==> src/rtl/lcd_value_writer_if.sv <==
// Character-write channel between lcd_value_writer (master) and the LCD driver (slave).
// A character moves on a rising clk edge where lcd_valid && lcd_ready; lcd_addr/lcd_data are held until then.
interface lcd_value_writer_if;
  logic       lcd_valid;
  logic       lcd_ready;
  logic [6:0] lcd_addr;
  logic [7:0] lcd_data;

  modport master (output lcd_valid, output lcd_addr, output lcd_data, input lcd_ready);
  modport slave  (input lcd_valid, input lcd_addr, input lcd_data, output lcd_ready);
endinterface

==> src/rtl/lcd_value_writer.sv <==
// Converts a 12-bit value to three ASCII digits by repeated subtraction and streams them to the LCD.
// Optional macro LEADING_BLANK_EN replaces leading zeros of the hundreds/tens digits with spaces.
module lcd_value_writer #(
  parameter logic [6:0] BASE_ADDR = 7'h40,
  parameter logic [7:0] OVF_CHAR  = 8'h2D
) (
  input  logic               clk,
  input  logic               rst_n,
  input  logic               start,
  input  logic [11:0]        val,
  output logic               busy,
  output logic               done,
  output logic [2:0]         dbg_state,
  lcd_value_writer_if.master lcd
);

  typedef enum logic [2:0] {
    S_IDLE   = 3'd0,
    S_CONV_H = 3'd1,
    S_CONV_T = 3'd2,
    S_SEND_H = 3'd3,
    S_SEND_T = 3'd4,
    S_SEND_O = 3'd5,
    S_DONE   = 3'd6
  } state_t;

  state_t      state, state_nxt;
  logic [11:0] rem;
  logic [3:0]  h, t, ones;
  logic        ovf;
  logic [6:0]  addr_q;
  logic [7:0]  data_q;
  logic        valid;
  logic        xfer;
  logic [7:0]  hund_chr, tens_chr, ones_chr;

  function automatic logic [7:0] digit_char(input logic [3:0] d);
    return 8'h30 + {4'h0, d};
  endfunction

  // Character selection; h and t are final by the time each is loaded.
  always_comb begin
    ones_chr = digit_char(ones);
`ifdef LEADING_BLANK_EN
    hund_chr = (h == 4'd0) ? 8'h20 : digit_char(h);
    tens_chr = (h == 4'd0 && t == 4'd0) ? 8'h20 : digit_char(t);
`else
    hund_chr = digit_char(h);
    tens_chr = digit_char(t);
`endif
  end

  assign xfer      = valid && lcd.lcd_ready;
  assign dbg_state = state;

  always_ff @(posedge clk or negedge rst_n) begin
    if (!rst_n) state <= S_IDLE;
    else        state <= state_nxt;
  end

  always_comb begin
    state_nxt = state;
    busy      = 1'b1;
    done      = 1'b0;
    valid     = 1'b0;
    case (state)
      S_IDLE: begin
        busy = 1'b0;
        if (start) state_nxt = (val > 12'd999) ? S_SEND_H : S_CONV_H;
      end
      S_CONV_H: if (rem < 12'd100) state_nxt = S_CONV_T;
      S_CONV_T: if (rem < 12'd10)  state_nxt = S_SEND_H;
      S_SEND_H: begin
        valid = 1'b1;
        if (lcd.lcd_ready) state_nxt = S_SEND_T;
      end
      S_SEND_T: begin
        valid = 1'b1;
        if (lcd.lcd_ready) state_nxt = S_SEND_O;
      end
      S_SEND_O: begin
        valid = 1'b1;
        if (lcd.lcd_ready) state_nxt = S_DONE;
      end
      S_DONE: begin
        done      = 1'b1;
        state_nxt = S_IDLE;
      end
      default: state_nxt = S_IDLE;
    endcase
  end

  // Address/data are loaded on the edge entering each SEND state so they are stable for its whole duration.
  always_ff @(posedge clk or negedge rst_n) begin
    if (!rst_n) begin
      rem    <= 12'd0;
      h      <= 4'd0;
      t      <= 4'd0;
      ones   <= 4'd0;
      ovf    <= 1'b0;
      addr_q <= 7'd0;
      data_q <= 8'd0;
    end else begin
      case (state)
        S_IDLE: begin
          if (start) begin
            rem  <= val;
            h    <= 4'd0;
            t    <= 4'd0;
            ones <= 4'd0;
            ovf  <= (val > 12'd999);
            if (val > 12'd999) begin
              addr_q <= BASE_ADDR;
              data_q <= OVF_CHAR;
            end
          end
        end
        S_CONV_H: begin
          if (rem >= 12'd100) begin
            rem <= rem - 12'd100;
            h   <= h + 4'd1;
          end
        end
        S_CONV_T: begin
          if (rem >= 12'd10) begin
            rem <= rem - 12'd10;
            t   <= t + 4'd1;
          end else begin
            ones   <= rem[3:0];
            addr_q <= BASE_ADDR;
            data_q <= hund_chr;
          end
        end
        S_SEND_H: begin
          if (xfer) begin
            addr_q <= BASE_ADDR + 7'd1;
            data_q <= ovf ? OVF_CHAR : tens_chr;
          end
        end
        S_SEND_T: begin
          if (xfer) begin
            addr_q <= BASE_ADDR + 7'd2;
            data_q <= ovf ? OVF_CHAR : ones_chr;
          end
        end
        default: ;
      endcase
    end
  end

  assign lcd.lcd_valid = valid;
  assign lcd.lcd_addr  = addr_q;
  assign lcd.lcd_data  = data_q;

endmodule

==> src/flat_wrapper.sv <==
// flat-port wrapper written by rule: the top's interface ports become plain ports
module lcd_value_writer_flat 
#(
  parameter logic [6:0] BASE_ADDR = 7'h40,
  parameter logic [7:0] OVF_CHAR  = 8'h2D
)
  (clk, rst_n, start, val, busy, done, dbg_state, lcd_lcd_valid, lcd_lcd_addr, lcd_lcd_data, lcd_lcd_ready);
  lcd_value_writer_if lcd_i ();
  input  logic clk;
  input  logic rst_n;
  input  logic start;
  input  logic [11:0] val;
  output logic busy;
  output logic done;
  output logic [2:0] dbg_state;
  output wire logic [$bits(lcd_i.lcd_valid)-1:0] lcd_lcd_valid;
  output wire logic [$bits(lcd_i.lcd_addr)-1:0] lcd_lcd_addr;
  output wire logic [$bits(lcd_i.lcd_data)-1:0] lcd_lcd_data;
  input wire logic [$bits(lcd_i.lcd_ready)-1:0] lcd_lcd_ready;
  assign lcd_lcd_valid = lcd_i.lcd_valid;
  assign lcd_lcd_addr = lcd_i.lcd_addr;
  assign lcd_lcd_data = lcd_i.lcd_data;
  assign lcd_i.lcd_ready = lcd_lcd_ready;
  lcd_value_writer #(.BASE_ADDR(BASE_ADDR), .OVF_CHAR(OVF_CHAR)) u_core (.clk(clk), .rst_n(rst_n), .start(start), .val(val), .busy(busy), .done(done), .dbg_state(dbg_state), .lcd(lcd_i));
endmodule
==> config.mk <==
export PLATFORM = sky130hd
export DESIGN_NAME = lcd_value_writer_flat
export DESIGN_NICKNAME = d
export VERILOG_FILES = /design/src/rtl/lcd_value_writer_if.sv /design/src/rtl/lcd_value_writer.sv /design/src/flat_wrapper.sv
export SDC_FILE = /design/constraint.sdc
export NUM_CORES = 1
export LEC_CHECK = 0
export CAP_MARGIN = 30
export CELL_PAD_IN_SITES_DETAIL_PLACEMENT = 1
export CELL_PAD_IN_SITES_GLOBAL_PLACEMENT = 1
export CORE_MARGIN = 2
export CORE_UTILIZATION = 38
export DETAILED_ROUTE_END_ITERATION = 8
export PLACE_DENSITY = 0.72
export SLEW_MARGIN = 40
export SYNTH_ARGS = -nofsm -noshare
export SYNTH_HDL_FRONTEND = slang
export SYNTH_SLANG_ARGS = --single-unit
==> constraint.sdc <==
create_clock -name clk -period 6.5 [get_ports clk]
set_input_delay 1.3 -clock clk [delete_from_list [all_inputs] [get_ports clk]]
set_output_delay 1.3 -clock clk [all_outputs]
set_load 0.005 [all_outputs]
==> results.json <==
{
  "status": "finished clean",
  "grt_usage_pct": 19.2,
  "synth-xor-area-share_pct": 1.39,
  "avgSynthCellArea_um2": 9.29,
  "muxShareOfSynthArea_pct": 4.67,
  "rsz0062_at_grt": "no",
  "die_h_um": 85.4,
  "synth_area_leaders": "dfrtp_1 (36%), ha_1 (4.0%), nor2_1 (3.6%), nand2_1 (3.3%), a21oi_1 (2.8%)",
  "drc": 0,
  "antenna_found_initial": 0,
  "grt_pass1_vias": 2183,
  "core_um2": 6390,
  "crit_path_start_kind": "register",
  "crit_family": "buffers and inverters",
  "hpwl_mm": 4.96,
  "cts_buffers": 5,
  "report.final.slew_viol_count": 0,
  "clock-root-buffer": "clkbuf_8",
  "grt_first_pass_wirelength_mm": 11.2,
  "synth.distinct_cells": 68,
  "synth_top_area_share_pct": 35.8,
  "drt-initial-drc-count": 66,
  "hold_viol": 0,
  "drive_above_1_share_pct": 11.2,
  "setup_ws_ns": 3.11,
  "die_width_um": 85.4,
  "synth_top_family_by_area": "compound AO/OA/AOI/OAI gates",
  "io_buffers": 30,
  "totalWireLength_mm": 6.62,
  "crit_buf_inv": 2,
  "clkTransAtPathRegs_ns": 0.08,
  "overflow": 0,
  "maxCapViolCount": 0,
  "slew_headroom_pct": 51.6,
  "fin_crit_sh_pct": 52.1,
  "critPathMaxStageDelay_ns": 0.73,
  "synth_compound_area_share_pct": 25.0,
  "clk_path_buf_depth": 2,
  "ys_ff_latch": 36,
  "grt_start_max_net_pins": 37,
  "clk_latency_ns": 0.29,
  "cts_hold_buf": 0,
  "initial_core_util_pct": 39.4,
  "yosys.area_share.simple_pct": 21.7,
  "syn_inst": 271,
  "hold_depth": 1,
  "synthFlopType": "dfrtp_1",
  "r2r_cells": 5,
  "synth_edf_count": 0,
  "critical_path_cell_count": 3,
  "final_core_util_pct": 45.5,
  "yosys.area.top_type": "dfrtp_1",
  "area_delta_synth_final_pct": 15.3,
  "fmax_mhz": 295,
  "crit_required_ns": 5.20,
  "holdWs_ns": 0.492,
  "yosysWarningCount": 0,
  "post_drt_wl_per_cell_um": 17.8,
  "r2r_slack_ns": 3.95,
  "synthAdderAreaFrac_pct": 3.98,
  "via_count": 2173,
  "vdd_ir_drop_max_mv": 0.239,
  "worst_pin_slew_ns": 0.719,
  "path_class": "register to output pin",
  "cp_data_arrival_time_ns": 2.09,
  "cts-resized-gates": 0,
  "cp_max_fo": 20,
  "nNetsFinal": 318,
  "dieArea_um2": 7290,
  "setup_tns_ns": 0,
  "postCtsSetupBuffers": 0,
  "p_leak_nw": 1.19,
  "finalCriticalPeriod_ns": 3.39,
  "crit_chain": "inv_1, nor3b_1, clkdlybuf4s50_1",
  "n_antenna_cell": 0,
  "place_congestion": 0.807,
  "drtPass1Iterations": 4,
  "slowest_stage": "dfrtp_1",
  "end_kind": "output pin",
  "yosysSeqAreaShare_pct": 35.8,
  "ioPinCount": 37,
  "fin_worst_skew_ns": 0.0124,
  "viasPerCell": 5.84,
  "synth_area_um2": 2520,
  "dpl_worst_slack_ns": 3.33,
  "clkSinkCount": 36,
  "finalSetupViolCount": 0,
  "htreeDepth": 2,
  "p_per_area_nw_per_um2": 537,
  "async_flop_share_pct": 100,
  "num_rows": 29,
  "antenna_left": 0,
  "cts_tree": "built",
  "holdCritPathClass": "register to register"
}
==> sequential cells by signal, summed over array words and instances (netlist names) <==
name	flops
u_core.dbg_state	3
u_core.h	4
u_core.lcd.lcd_addr	2
u_core.lcd.lcd_data	6
u_core.ones	4
u_core.ovf	1
u_core.rem	12
u_core.t	4
==> metrics by stage <==
stage | cells | cell area [um^2] | power, mW
3_3_place_gp | 364 | 2790 | 1.35
2_1_floorplan | 276 | 2540 | 1.12
3_5_place_dp | 364 | 2790 | 1.37
4_1_cts | 372 | 2900 | 1.57
6_report | 372 | 2900 | 1.56
5_1_grt | 372 | 2900 | 1.69
==> area by class of cell <==
cell class	count	area (um^2)
Clock buffer	6	72.6
Timing Repair Buffer	32	313
Multi-Input combinational cell	210	1450
Fill cell	738	3480
Inverter	9	33.8
Sequential cell	36	902
Tap cell	77	96.3
Clock inverter	2	35.0
==> cells in the mapped netlist, drive strengths merged (3+ instances only) <==
library cell / count
nor3b: 3
or3: 6
o211ai: 4
a22oi: 4
inv: 9
ha: 8
dfrtp: 36
nand4: 3
a31oi: 4
nand2: 23
nand2b: 6
nor2: 25
and2: 3
o21ai: 17
nor3: 9
o31ai: 6
o2bb2ai: 4
nand3: 4
a21oi: 15
o22ai: 11
mux2i: 5
a22o: 6
nor2b: 3
clkbuf: 7
buf: 14
mux2: 6
==> worst paths after layout <==
check | from | end
setup reg to reg | u_core.dbg_state[1]$_DFFE_PN0P_ | u_core.rem[11]$_DFFE_PN0P_
hold reg to reg | u_core.lcd.lcd_data[4]$_DFFE_PN0P_ | u_core.lcd.lcd_data[4]$_DFFE_PN0P_
max in group asynchronous | rst_n | u_core.dbg_state[0]$_DFFE_PN0P_
min in group asynchronous | rst_n | u_core.rem[11]$_DFFE_PN0P_
setup / recovery | u_core.dbg_state[1]$_DFFE_PN0P_ | done
hold / removal | u_core.lcd.lcd_data[4]$_DFFE_PN0P_ | u_core.lcd.lcd_data[4]$_DFFE_PN0P_
==> layer usage <==
metal	vias to the layer above	track usage, %	share of wire, %
met4	0	4.91	1.2
met1	1078	25.9	47
li1	1040	-	-
met2	48	32.4	48
met5	-	0	0
met3	7	2.53	3.7
==> layout by cell type (no fill, tap or decap), drive strengths merged, types with 2 or more instances in the layout <==
cell and count:
a21oi 15, a22o 6, a22oi 4, a31oi 4
a32oi 2, and2 3, and3 2, buf 3
clkbuf 6, clkdlybuf4s50 29, conb 6, dfrtp 36
ha 8, inv 9, mux2 6, mux2i 5
nand2 23, nand2b 6, nand3 4, nand4 3
nor2 25, nor2b 3, nor3 9, nor3b 3
nor4 2, o211ai 4, o21a 2, o21ai 17
o22ai 11, o2bb2ai 4, o31ai 6, or3 6
or3b 2, xnor2 2, xor2 2
==> cells by family after synthesis <==
group | count (synthesis)
muxes | 11
xor gates and xnor gates | 4
adders and majority gates | 8
AOI/OAI and AO/OA | 86
and+or+nand+nor | 95
other | 1
buffers and inverters | 30
DFF | 36
==> where the power goes <==
part	internal (mW)	switching (mW)	total, mW
registers	0.323	0.159	0.482
logic	0.402	0.476	0.878
clock network	0.114	0.0854	0.199
total	0.838	0.720	1.56
Power figures use the tool's default switching activity.
